==> src/rtl/mas_booth_seq_encoder.sv <==
// Sequential radix-4 Booth partial-product generator: one digit per cycle, lowest first, valid/ready on both sides.
// Define MAS_BOOTH_UNSIGNED_EN for unsigned operands (one extra top digit).
module mas_booth_seq_encoder #(
    parameter int unsigned WIDTH  = 32,
    parameter int unsigned MWIDTH = 32,
    parameter int unsigned IDXW   = $clog2(MWIDTH/2+1)
) (
    input  logic              clk,
    input  logic              rst,
    input  logic              in_valid,
    output logic              in_ready,
    input  logic [WIDTH-1:0]  in_mcand,
    input  logic [MWIDTH-1:0] in_mplier,
    output logic              out_valid,
    input  logic              out_ready,
    output logic [WIDTH:0]    out_pp,
    output logic              out_neg,
    output logic [IDXW-1:0]   out_idx,
    output logic              out_last
);

    localparam int unsigned PPW = WIDTH + 1;
`ifdef MAS_BOOTH_UNSIGNED_EN
    localparam int unsigned NDIG = MWIDTH/2 + 1;
    localparam int unsigned SRW  = MWIDTH + 3;
`else
    localparam int unsigned NDIG = MWIDTH/2;
    localparam int unsigned SRW  = MWIDTH + 1;
`endif
    localparam logic [IDXW-1:0] LAST_IDX = IDXW'(NDIG - 1);

    typedef enum logic {IDLE, BUSY} state_e;

    state_e            state_q, state_d;
    logic [PPW-1:0]    m_q, m_d;
    logic [SRW-1:0]    sr_q, sr_d;
    logic [IDXW-1:0]   idx_q, idx_d;
    logic [PPW-1:0]    pp_q, pp_d;
    logic              neg_q, neg_d;
    logic              last_q, last_d;
    logic              load;
    logic [PPW-1:0]    m_in;
    logic [SRW-1:0]    sr_in;

    // Operand extension: the shift register carries the implicit B[-1]=0 in bit 0.
`ifdef MAS_BOOTH_UNSIGNED_EN
    assign m_in  = {1'b0, in_mcand};
    assign sr_in = {2'b00, in_mplier, 1'b0};
`else
    assign m_in  = {in_mcand[WIDTH-1], in_mcand};
    assign sr_in = {in_mplier, 1'b0};
`endif

    always_ff @(posedge clk or posedge rst) begin
        if (rst) begin
            state_q <= IDLE;
            m_q     <= '0;
            sr_q    <= '0;
            idx_q   <= '0;
            pp_q    <= '0;
            neg_q   <= 1'b0;
            last_q  <= 1'b0;
        end else begin
            state_q <= state_d;
            m_q     <= m_d;
            sr_q    <= sr_d;
            idx_q   <= idx_d;
            pp_q    <= pp_d;
            neg_q   <= neg_d;
            last_q  <= last_d;
        end
    end

    always_comb begin
        state_d = state_q;
        m_d     = m_q;
        sr_d    = sr_q;
        idx_d   = idx_q;
        pp_d    = pp_q;
        neg_d   = neg_q;
        last_d  = last_q;
        load    = 1'b0;

        unique case (state_q)
            IDLE: begin
                if (in_valid) begin
                    state_d = BUSY;
                    m_d     = m_in;
                    sr_d    = sr_in;
                    idx_d   = '0;
                    load    = 1'b1;
                end
            end
            BUSY: begin
                if (out_ready) begin
                    if (last_q) begin
                        state_d = IDLE;
                        idx_d   = '0;
                        pp_d    = '0;
                        neg_d   = 1'b0;
                        last_d  = 1'b0;
                    end else begin
                        sr_d  = sr_q >> 2;
                        idx_d = idx_q + IDXW'(1);
                        load  = 1'b1;
                    end
                end
            end
            default: state_d = IDLE;
        endcase

        // Encode the digit that becomes visible next cycle.
        if (load) begin
            pp_d  = '0;
            neg_d = 1'b0;
            unique case (sr_d[2:0])
                3'b001, 3'b010: pp_d = m_d;
                3'b011:         pp_d = m_d << 1;
                3'b100: begin
                    pp_d  = m_d << 1;
                    neg_d = 1'b1;
                end
                3'b101, 3'b110: begin
                    pp_d  = m_d;
                    neg_d = 1'b1;
                end
                default:        pp_d = '0;
            endcase
            last_d = (idx_d == LAST_IDX);
        end
    end

    assign in_ready  = (state_q == IDLE);
    assign out_valid = (state_q == BUSY);
    assign out_pp    = pp_q;
    assign out_neg   = neg_q;
    assign out_idx   = idx_q;
    assign out_last  = last_q;

endmodule
==> config.mk <==
export PLATFORM = sky130hd
export DESIGN_NAME = mas_booth_seq_encoder
export DESIGN_NICKNAME = d
export VERILOG_FILES = /design/src/rtl/mas_booth_seq_encoder.sv
export SDC_FILE = /design/constraint.sdc
export NUM_CORES = 1
export LEC_CHECK = 0
export CORE_MARGIN = 5
export CORE_UTILIZATION = 53
export DETAILED_ROUTE_END_ITERATION = 8
export PLACE_DENSITY = 0.85
export REMOVE_ABC_BUFFERS = 1
export SYNTH_ARGS = -nofsm -noshare
export SYNTH_HDL_FRONTEND = slang
export SYNTH_SLANG_ARGS = --single-unit
==> constraint.sdc <==
create_clock -name clk -period 6.14 [get_ports clk]
set_input_delay 0.921 -clock clk [delete_from_list [all_inputs] [get_ports clk]]
set_output_delay 0.921 -clock clk [all_outputs]
set_load 0.01 [all_outputs]
### Word level (Yosys, flattened, before mapping)

Index checks and enable logic that the tools add are counted.

| operators by class | value |
|---|---|
| eq/ne operators | 10 |
| bitwise gates (word level) | 1 |
| add/subtract/negate cells | 1 |
| muxes and demuxes | 29 |
| reduce and logical (&&, ||, !) cells | 9 |

Operators by type and width:

| operator | number |
|---|---|
| 2-to-1 mux 33 bit | 9 |
| one-hot mux 33 bit (2 select lines) | 2 |
| 2-to-1 mux 5 bit | 3 |
| 2-to-1 mux 1 bit | 12 |
| one-hot mux 5 bit (2 select lines) | 1 |
| == test 3 bit (second input constant) | 3 |
| == test 3 x 2 -> 1 bit (second input constant) | 2 |
| != test 2 bit (second input constant) | 3 |
| AND reduction 3 bit | 2 |
| nonzero test 2 bit | 3 |
| adder 5 x 1 -> 5 bit (second input constant) | 1 |
| == test 5 x 4 -> 1 bit (second input constant) | 1 |
| one-hot mux 1 bit (2 select lines) | 2 |
| OR reduction 4 bit | 1 |
| == test 3 x 1 -> 1 bit (second input constant) | 1 |
| OR reduction 3 bit | 1 |
| AND reduction 2 bit | 1 |
| OR reduction 2 bit | 1 |
| inverter 1 bit | 1 |

| storage, ports and cells | value |
|---|---|
| output and inout bits | 42 |
| input bits | 68 |
| flip-flop bits (word level) | 107 |
| word-level logic and storage cells | 58 |

### Logic depth before layout (Yosys ltp)

Gate-level depths: netlist (run 1).

| logic depth | value |
|---|---|
| depth in word-level cells | 7 |
| gate-level depth with buffers | 7 |
| depth with buffers taken out | 6 |

### Worst setup path before layout (run 1)

OpenSTA, ideal clock, no wires.

| timing path | value |
|---|---|
| path type | input port to flip-flop |
| start | in in_valid |
| end | reg pp_q[22], in the netlist out_pp[22] |
| arrival time | 2,184 ps |
| setup slack | 3,814 ps |
| setup time | 142 ps |
| data required time | 5,998 ps |
| buffers on the path | 2 |
| stages | 7 |
| cell sequence | clkbuf_2 mux2i_1 o22ai_1 o211a_1 o21ai_2 buf_6 o221ai_1 |

| on the way | value |
|---|---|
| word-level cells in the longest chain between the ends | 6 |
| elaborated cells between the ends (all ways) | 20 |
| classes of those cells | 6 x eq/ne; 8 x mux; 6 x reduce/logical |

Ends and longest elaborated chain:

| element | line | source |
|---|---|---|
| from (decl) | 10 | `input logic in_valid,` |
| 2-to-1 mux 33 bit | 86 | `if (in_valid) begin` |
| one-hot mux 33 bit (2 select lines) | 84 | `unique case (state_q)` |
| == test 3 bit, or another cell as far along | 116 | `unique case (sr_d[2:0])` |
| OR reduction 4 bit (no source line) or OR reduction 2 bit (tied branches) | -- |  |
| one-hot mux 33 bit (2 select lines) | 116 |  |
| 2-to-1 mux 33 bit | 113 | `if (load) begin` |
| to (signal assigned) | 68 | `pp_q <= pp_d;` |
| to (decl) | 38 | `logic [PPW-1:0] pp_q, pp_d;` |

Parallel ways exist; a longest one is shown, timed or not. The select of a mux whose other input is x is not followed.
A chain may end at the register's enable or synchronous reset.

### Worst setup path after layout (run 1)

| timing path | value |
|---|---|
| start | in out_ready |
| end | reg pp_q[26], in the netlist out_pp[26] |

| on the way | value |
|---|---|
| word-level cells in the longest chain between the ends | 6 |
| elaborated cells between the ends (all ways) | 18 |
| classes of those cells | 6 x eq/ne; 6 x mux; 6 x reduce/logical |

Ends and longest elaborated chain:

| element | line | source |
|---|---|---|
| from (decl) | 15 | `input logic out_ready,` |
| 2-to-1 mux 33 bit | 95 | `if (out_ready) begin` |
| one-hot mux 33 bit (2 select lines) | 84 |  |
| == test 3 bit, or another cell as far along | 116 |  |
| OR reduction 4 bit (no source line) or OR reduction 2 bit (tied branches) | -- |  |
| one-hot mux 33 bit (2 select lines) | 116 |  |
| 2-to-1 mux 33 bit | 113 |  |

Parallel ways exist; a longest one is shown, timed or not. The select of a mux whose other input is x is not followed.

==> results.md, run 1 <==
* Final setup violating endpoints at 0
* Clock Tree Root: clkbuf_8
* Instance area at placement at ~5700 um^2
* Worst r2r path cells at 7
* H-tree Lvls at 3
* CTS Buf Count at 9
* Sequential share of the synthesized area at 59.0%
* CP Capture Type: flip-flop
* Area grow syn2layout at 28.9%
* Cells after Synth at 411
* Sequential share of power at approximately 43%
* RSZ-0062 raised after global routing: no
* Reg clk slew, reported paths at about 0.10 ns
* Clock Tree Buf Depth at 2
* Net Sw Power at roughly 1000 uW
* Die Ht at approximately 100 um
* Starting density of the core at a little over half
* Hold buffer count at cts at 0
* Clock sink count at between 100 and 150
* Worst Path Arrival at approximately 3.4 ns
* Core Region at 8300 um^2
* Area leader, netlist: dfrtp_1
* First-pass GRT wire length at 17400 um
* Reg2Reg Capture Point: out_pp[26]
* Yosys warnings at 0
* Worst Hold Class: reg2reg
* Initial antenna violation count at 0
* Grt total ovfl at 0
* Worst Setup SP: out_ready
* Aggregate routed wire length at about 11000 um
* Gpl congestion at between 0.8 and 0.9
* Most used DFF post-synth: dfrtp_1
* Fin Clk Skew at 0.0139 ns
* Synth Cell Area at about 4500 um^2
* Internal power at between 1500 and 2000 uW
* Post CTS Setup Buffer Count at 0
* Number of global-route vias before repair at 3596
* DRC errors left at 0
* First drt pass iteration count at 4
* Setup crit end: out_pp[26]
* #FFs+latches synth at between 100 and 150
* Post-CTS sizing at 0
* Ratio of cells with drive above 1 in the final layout at 6.02%
* R2R Path Start: out_valid
* Design area at slightly below 6000 um^2
* DP Worst Slack at between 2 and 3 ns
* Final nets at about 580
* Synth Area per Inst at between 10 and 15 um^2
* Fin. Hold Viols at 0
* Yosys top cell area share at approximately three fifths
* Distinct cells, synth at 44
* Max cap viols at 0
* Vias/cell at between 5 and 6
* Final ANT Viol Nets at 0
* Gate power share at between 40% and 50%
* Relative slew slack at 25.7%
* Min Tclk post-route at 3.17 ns
* Port Buf Inserts at ~110
* DR vias at between 3000 and 4000
* Final worst setup slack at about 3.0 ns
* Total GRT Usage at about a fifth
* Maximum vdd drop at 0.000265 V
* Hpwl dp at slightly above 7000 um
* Max-slew violation count at 0
* Clk pwr share at between 10% and 20%
* CTS tree: built
* Die ar. at 10500 um^2
* Reg2reg setup slack at between 3 and 4 ns
* Chip Width at between 100 and 150 um
* Switch share at around 39%
* Tcrit/Tclk final at between 50% and 60%
* Critical path type: in2reg
* Drt initial violations at roughly 100
* Final TNS setup at 0 ns
* Run status: finished clean
* Largest net degree at the start of global routing at 70
* LEAKAGE at 0.00273 uW
* Leading post-synthesis cells by cell area: dfrtp_1 59%, nand2_1 8.5%, mux2i_1 7.7%
* Critical path fanouts, max at 33
* Worst-Margin Slew at 1.11 ns
* Antenna cells at 0
* Worst Setup Start Kind: input port
* FMAX at 316 MHz
* DR WL/cell at around 17 um
* P per Cell Area at roughly 460 nW/um^2
* Post-synth EDFFs at 0
* # IOs at 110
* Synth async-reset ratio at 100%
* CP Data Required Time at ~6.4 ns
* Row count at 33
* Worst-Skew Late Latency at around 0.37 ns
synthesized netlist by cell type (2+ instances only):
library cell / count
clkbuf_1: 6
nor2_1: 3
dfrtp_1: 107
nand4_1: 2
buf_1: 2
o221ai_1: 32
nor2b_1: 3
a22o_1: 3
nand2_1: 103
buf_4: 6
xor2_1: 2
and3b_1: 2
mux2i_1: 35
buf_2: 8
inv_1: 35
buf_6: 3
a22oi_1: 28
a21oi_1: 2
o21ai_0: 4
kinds of logic (layout without fill, tap and decap cells):
logic type | Yosys count | count (layout) | share of synthesized area, %
DFF | 107 | 107 | 59.0
AOI/OAI and AO/OA | 82 | 82 | 14.7
muxes | 35 | 35 | 7.72
adders and majority gates | 1 | 1 | 0.276
and+or+nand+nor | 123 | 123 | 11.7
xor gates and xnor gates | 2 | 2 | 0.386
buffers and inverters | 61 | 165 | 6.28
critical path, cell delays in order:
cell	delay (ns)
clkdlybuf4s50_1	0.63
and3b_1	0.28
buf_4	0.23
and3b_1	0.21
o211a_1	0.21
o21ai_2	0.38
buf_4	0.34
o221ai_1	0.17
sequential cells by signal, summed over array words and instances (netlist names):
| signal | cells |
|---|---|
| out_neg | 1 |
| out_last | 1 |
| out_pp | 33 |
| out_valid | 1 |
| sr_q | 33 |
| out_idx | 5 |
| m_q | 33 |
worst min-delay path by stage:
stage               slack (ns)  cells past startpoint        to     start
floorplan                 0.44                      2   m_q[32]   m_q[32]
detailed placement        0.46                      2  sr_q[27]  sr_q[27]
global route              0.51                      2  sr_q[13]  sr_q[13]
global placement          0.45                      2   m_q[32]   m_q[32]
finish                    0.48                      2  sr_q[25]  sr_q[25]
CTS                       0.49                      2  sr_q[27]  sr_q[27]
power by group through the flow:
stage | Clock (uW) | Sequential, uW | Combinational [uW]
4_1_cts | 423 | 1150 | 1120
3_5_place_dp | 0 | 1160 | 1120
5_1_grt | 455 | 1190 | 1240
6_report | 414 | 1150 | 1110
2_1_floorplan | 0 | 1160 | 650
3_3_place_gp | 0 | 1150 | 1060
per-layer routing:
metal	share of wire (%)	GRT usage [%]	vias up	routed length [um]
met5	0	0	-	0
met4	0.31	3.83	0	33
met3	7.7	7.44	4	816
met2	48	32.7	101	5070
met1	44	28.8	1678	4610
li1	-	-	1626	-
cell type report:
cell class | instances | area [um^2]
flip-flops and latches | 107 | 2680
fillers | 609 | 2450
multi-input cells | 243 | 1590
repair buffers | 114 | 1130
inverters | 35 | 134
well taps | 105 | 131
clock buffers | 9 | 124
clock inverters | 7 | 70.1
layout by cell type, fill, tap and decap left out, types with 3 or more instances in the layout:
cell type / instances
a22oi_1: 28
clkinv_4: 3
buf_4: 5
nand2_1: 103
a22o_1: 3
o221ai_1: 32
clkdlybuf4s50_1: 109
inv_1: 34
o21ai_0: 4
dfrtp_1: 107
clkbuf_8: 9
mux2i_1: 35
through the flow:
step                util (%)  instances  power (uW)  hold WS [ns]
floorplan                  -        385        1810         0.435
finish                  70.5        620        2680         0.483
detailed placement      68.2        604        2280         0.463
CTS                     70.5        620        2690         0.487
global route            70.5        620        2880         0.512
global placement        68.2        604        2210         0.448
Power figures use the tool's default switching activity.
==> run 2: changes to the inputs <==
Settings changed: CORE_UTILIZATION 53 to 49, PLACE_DENSITY 0.85 to 0.79.
Clock period 6.14 ns to 3 ns, I/O delays scaled along.
==> run 2 against run 1 <==
Compared with the run above: global-route usage shrank 1.2 points; design area grew 1.5%; total power grew 110%; count of clock-buffer cells in the layout grew 1; die area grew 7.3%; sequential share of layout area shrank 0.66 points; worst hold slack gained 0.00085 ns; cell count grew 1.5%; clock skew shrank 0.0012 ns; worst setup slack lost 2.3 ns; clock power grew 120%; sequential power grew 110%; critical endpoint is now in_ready; largest cell class unchanged; largest power group unchanged.
==> results.md, run 2 (synthesis gave the netlist of run 1 again) <==
* DR vias at 3435 (+0.76%)
* Area grow syn2layout at 30.8%
* Row count at 35 (+6.1%)
* Drt initial violations at 152 (+48%)
* Post CTS Setup Buffer Count at 0 (unchanged)
* Total GRT Usage at 19.7% (-1.2 points)
* Design area at 5940 um^2 (+1.5%)
* DR WL/cell at 17.0 um (+0.34%)
* Aggregate routed wire length at 10700 um (+1.8%)
* Hold buffer count at cts at 0 (unchanged)
* Fin. Hold Viols at 0 (unchanged)
* DRC errors left at 0 (unchanged)
* Hold path startpoint: sr_q[10]
* H-tree Lvls at 3 (unchanged)
* Die ar. at 11300 um^2 (+7.3%)
* Instance area at placement at 5730 um^2 (+1.2%)
* CTS tree: built
* Die Ht at 106 um (+3.6%)
* Largest net degree at the start of global routing at 45 (-36%)
* Number of global-route vias before repair at 3558 (-1.1%)
* CP peak stage delay at 0.70 ns (+0.07 ns)
* Most common cell after layout, fill and taps aside: clkdlybuf4s50_1
* First-pass GRT wire length at 17800 um (+2.7%)
* Fin Clk Skew at 0.0127 ns (-0.00116 ns)
* RSZ-0062 raised after global routing: no
* Ratio of cells with drive above 1 in the final layout at 6.37% (+0.35 points)
* Final ANT Viol Nets at 0 (unchanged)
* Tcrit/Tclk final at ~77%
* Critical path fanouts, max at 18 (-45%)
* CP cell instances: inv_1 -> clkdlybuf4s50_1
* Final nets at 582 (+0.52%)
* CP Capture Type: output port
* Clock sink count at 107 (unchanged)
* Reg clk slew, reported paths at 0.10 ns (about the same)
* Worst Setup SP: out_valid
* # IOs at 110 (unchanged)
* CTS Buf Count at 9 (unchanged)
* Placed cell count at 613 (+1.5%)
* Worst Path Arrival at 1.86 ns (-1.52 ns)
* Worst-Skew Late Latency at 0.37 ns (about the same)
* Worst-Margin Slew at 1.07 ns (-0.0384 ns)
* P per Cell Area at 949 nW/um^2 (+110%)
* Initial antenna violation count at 0 (unchanged)
* Starting density of the core at 49.6% (-5.1 points)
* First drt pass iteration count at 4 (unchanged)
* Grt total ovfl at 0 (unchanged)
* Core Region at 9150 um^2 (+10%)
* Min Tclk post-route at 2.31 ns
* Vias/cell at 5.46 (-0.68%)
* Worst Hold Class: reg2reg
* Run status: finished clean
* Fin util at 64.9% (-5.6 points)
* Gpl congestion at 0.813 (-8.9%)
* Max-slew violation count at 0 (unchanged)
* Commonest cells after routing, fill and taps aside: 109 x clkdlybuf4s50_1, 107 x dfrtp_1, 103 x nand2_1
* Max cap viols at 0 (unchanged)
* Clock Tree Root: clkbuf_8
* Chip Width at 106 um (+3.6%)
* Final setup violating endpoints at 0 (unchanged)
* Port Buf Inserts at 109 (unchanged)
* Clock Tree Buf Depth at 2 (unchanged)
* R2R Path Start: out_valid
* Antenna cells at 0 (unchanged)
* Worst Setup Start Kind: flip-flop
* Slowest CP cell: dfrtp_1
* Post-CTS sizing at 0 (unchanged)
* CP Data Required Time at 2.55 ns (-3.80 ns)
* Hpwl dp at 7380 um (+2.2%)
* Fin cells at 629 (+1.5%)
* FMAX at approximately 430 MHz
* LEAKAGE at 0.00276 uW (+1.3%)
* Critical path type: reg2out
* Relative slew slack at 28.3% (+2.6 points)
* Maximum vdd drop at 0.000487 V (+83%)
run 2: cell type report:
class,instances,area (um^2)
clock inverters,6,85.1
multi-input cells,243,1590
clock buffers,10,128
well taps,111,139
flip-flops and latches,107,2680
inverters,35,134
repair buffers,117,1190
fillers,752,3210
run 2: power breakdown:
part	switching [uW]	leakage (uW)	internal [uW]
Combinational	1280	0.00128	1070
Sequential	337	0.00138	2030
Clock	518	0.000103	407
Total	2130	0.00276	3500
run 2: final timing paths:
path | endpoint | slack [ns] | depth (start not counted)
max | in_ready | 0.69 | 2
min | sr_q[10] | 0.48 | 2
max reg2reg | out_pp[24] | 0.84 | 6
min reg2reg | sr_q[10] | 0.48 | 2
max in group asynchronous | sr_q[6] | 1.79 | 3
min in group asynchronous | m_q[17] | 0.49 | 2
run 2: through the flow:
step                      power, uW  hold WS, ns  setup TNS, ns  setup WS, ns
after floorplan                3710        0.435        -215.78         -2.54
after global placement         4620        0.449              0         0.424
after detailed placement       4740        0.463              0         0.331
after CTS                      5690        0.488              0         0.670
after global routing           6030        0.502              0         0.563
final                          5640        0.484              0         0.688
run 2: critical path, delay by kind of cell, from the launching register on:
| family | cells | cell delay [ns] |
|---|---|---|
| buffers and inverters | 2 | 0.79 |
| flip-flops | 1 | 0.70 |
run 2: metal layers:
layer  routed length (um)  track usage (%)  up-vias
met1                 4710             25.8     1691
li1                     -                -     1634
met4                   83             3.89        0
met2                 5180             31.4      102
met3                  750             7.71        8
met5                    0                0        -
==> run 3: changes to the inputs <==
Settings changed: CORE_UTILIZATION 49 to 45, PLACE_DENSITY 0.79 to 0.77.
Clock period 3 ns to 2 ns, I/O delays scaled along.
==> run 3 against run 2 <==
Compared with the run above: non-clock buffer count is 19 higher; count of clock-buffer cells in the layout is 2 higher; total power is 51% higher; critical path depth is 1 higher; first-iteration DRC count is 44% higher; register-to-register slack worse by 0.71 ns; design area is 3.1% higher; cell count is 6.5% higher; critical endpoint unchanged; largest cell class unchanged; largest power group is now combinational cells.
==> results.md, run 3 (synthesis gave the netlist of run 1 again) <==
* Run status: finished clean
* Critical path fanouts, max at 9 (-9)
* # IOs at 110 (unchanged)
* Drt initial violations at 219 (+44%)
* CP cell instances: buf_4 -> inv_2 -> clkdlybuf4s50_1
* Ratio of cells with drive above 1 in the final layout at 9.68% (+3.3 points)
* DP Worst Slack at -0.235 ns (-0.566 ns)
* CP Capture Type: output port
* First-pass GRT wire length at 18200 um (+2.1%)
* RSZ-0062 raised after global routing: no
* Worst-Skew Late Latency at 0.36 ns (about the same)
* Final setup violating endpoints at 0 (unchanged)
* Final TNS setup at 0 ns (unchanged)
* FMAX at ~520 MHz
* Worst Hold Class: in2async
* Die Ht at 110 um (+3.9%)
* Reg2Reg Capture Point: out_pp[5]
* Starting density of the core at 46.2% (-3.4 points)
* Clock Tree Root: clkbuf_8
* Port Buf Inserts at 109 (unchanged)
* Relative slew slack at 77.1% (+49 points)
* Worst r2r path cells at 6 (unchanged)
* Row count at 36 (+2.9%)
* H-tree Lvls at 3 (unchanged)
* Gpl congestion at 0.799 (-1.8%)
* Worst path buffer plus inverter count at 3 (+1)
* DR WL/cell at 15.9 um (-7.0%)
* Hpwl dp at 7720 um (+4.5%)
* Largest net degree at the start of global routing at 49 (+8.9%)
* Maximum vdd drop at 0.000713 V (+46%)
* CP Data Required Time at 1.70 ns (-0.85 ns)
* Commonest cells after routing, fill and taps aside: 109 x clkdlybuf4s50_1, 107 x dfrtp_1, 103 x nand2_1
* Area grow syn2layout at 34.9%
* DRC errors left at 0 (unchanged)
* Tcrit/Tclk final at a little over nine tenths
* Critical path type: reg2out
* Max-slew violation count at 0 (unchanged)
* Slowest CP cell: clkdlybuf4s50_1
* Fin Clk Skew at 0.0115 ns (-0.00121 ns)
* DR vias at 3477 (+1.2%)
* Post CTS Setup Buffer Count at 0 (unchanged)
* R2R Path Start: out_last
* Reg clk slew, reported paths at 0.10 ns (about the same)
* Final worst setup slack at 0.0844 ns (-0.604 ns)
* Crit-path leading delay family: buffers and inverters
* Initial antenna violation count at 0 (unchanged)
* LEAKAGE at 0.00286 uW (+3.4%)
* Final nets at 601 (+3.3%)
* Die ar. at 12200 um^2 (+8.0%)
* CTS Buf Count at 9 (unchanged)
* First drt pass iteration count at 6 (+2)
* Grt total ovfl at 0 (unchanged)
* P per Cell Area at 1390 nW/um^2 (+46%)
* Worst Path Arrival at 1.62 ns (-0.24 ns)
* Min Tclk post-route at approximately 1.9 ns
* Worst-Margin Slew at 0.334 ns (-0.740 ns)
* Fin. Hold Viols at 0 (unchanged)
* Reg2reg setup slack at 0.13 ns (-0.71 ns)
* Max cap viols at 0 (unchanged)
* Worst Setup Start Kind: flip-flop
* Clock sink count at 107 (unchanged)
* CTS tree: built
* Aggregate routed wire length at 10600 um (-0.94%)
* Final ANT Viol Nets at 0 (unchanged)
* Chip Width at 110 um (+3.9%)
* Vias/cell at 5.19 (-5.0%)
* Most common cell after layout, fill and taps aside: clkdlybuf4s50_1
* Number of global-route vias before repair at 3697 (+3.9%)
* Antenna cells at 0 (unchanged)
* Core Region at 9820 um^2 (+7.3%)
* Total GRT Usage at 17.8% (-2.0 points)
* CP peak stage delay at 0.55 ns (-0.15 ns)
* Clock Tree Buf Depth at 2 (unchanged)
==> run 3: changes by cell type in the layout (fill, tap and decap cells not counted), sizes merged <==
cell	before	now
bufinv	1	0
buf	8	27
clkinvlp	1	0
clkbuf	10	12
==> run 3: how the worst max path moves through the flow <==
| stage | from | to | cells past startpoint |
|---|---|---|---|
| floorplan | out_valid | sr_q[31] | 3 |
| CTS | out_valid | in_ready | 3 |
| detailed placement | out_ready | out_pp[5] | 7 |
| global placement | out_ready | out_pp[7] | 7 |
| global route | out_last | out_pp[5] | 6 |
| finish | out_valid | in_ready | 3 |
==> run 3: power by group <==
part	switching (uW)	leakage, uW	internal (uW)
Combinational	1990	0.00139	1800
Clock	714	0.0000929	503
Sequential	457	0.00138	3040
==> run 3: metal layers <==
layer | part of all wire [%] | GRT usage, % | vias up | routed length [um]
met3 | 8.1 | 7.49 | 8 | 858
met1 | 45 | 23.5 | 1693 | 4780
li1 | - | - | 1670 | -
met2 | 46 | 27.8 | 106 | 4900
met4 | 0.76 | 3.12 | 0 | 81
met5 | 0 | 0 | - | 0
==> run 3: cell type report <==
class	instances	area (um^2)
multi-input cells	243	1590
repair buffers	136	1380
flip-flops and latches	107	2680
clock buffers	12	145
well taps	133	166
fillers	847	3690
inverters	35	134
clock inverters	4	33.8
==> run 3: worst register-to-register path, cell delays in order (launching register included) <==
cell,delay [ns]
dfrtp_1,0.44
and4b_1,0.22
a311o_1,0.39
or2_1,0.26
nand3_2,0.11
buf_4,0.18
o221ai_1,0.15
==> run 3: metrics by stage <==
stage / instance area [um^2] / std cells / power, uW / hold WS, ns / utilization [%]
2_1_floorplan: 4390 / 385 / 5570 / 0.413 / -
3_5_place_dp: 5950 / 654 / 7350 / 0.464 / 60.6
6_report: 6130 / 670 / 8500 / 0.248 / 62.4
4_1_cts: 6130 / 670 / 8590 / 0.241 / 62.4
5_1_grt: 6130 / 670 / 9160 / 0.263 / 62.4
3_3_place_gp: 5950 / 654 / 7170 / 0.456 / 60.6
==> run 3: repair_timing <==
| item | 4_1_cts | 5_1_grt |
|---|---|---|
| pin swaps | 0 | 1 |
| gates resized for setup | 1 | 0 |
| hold buffers | 0 | 0 |
| setup endpoints to repair | 1 | 5 |
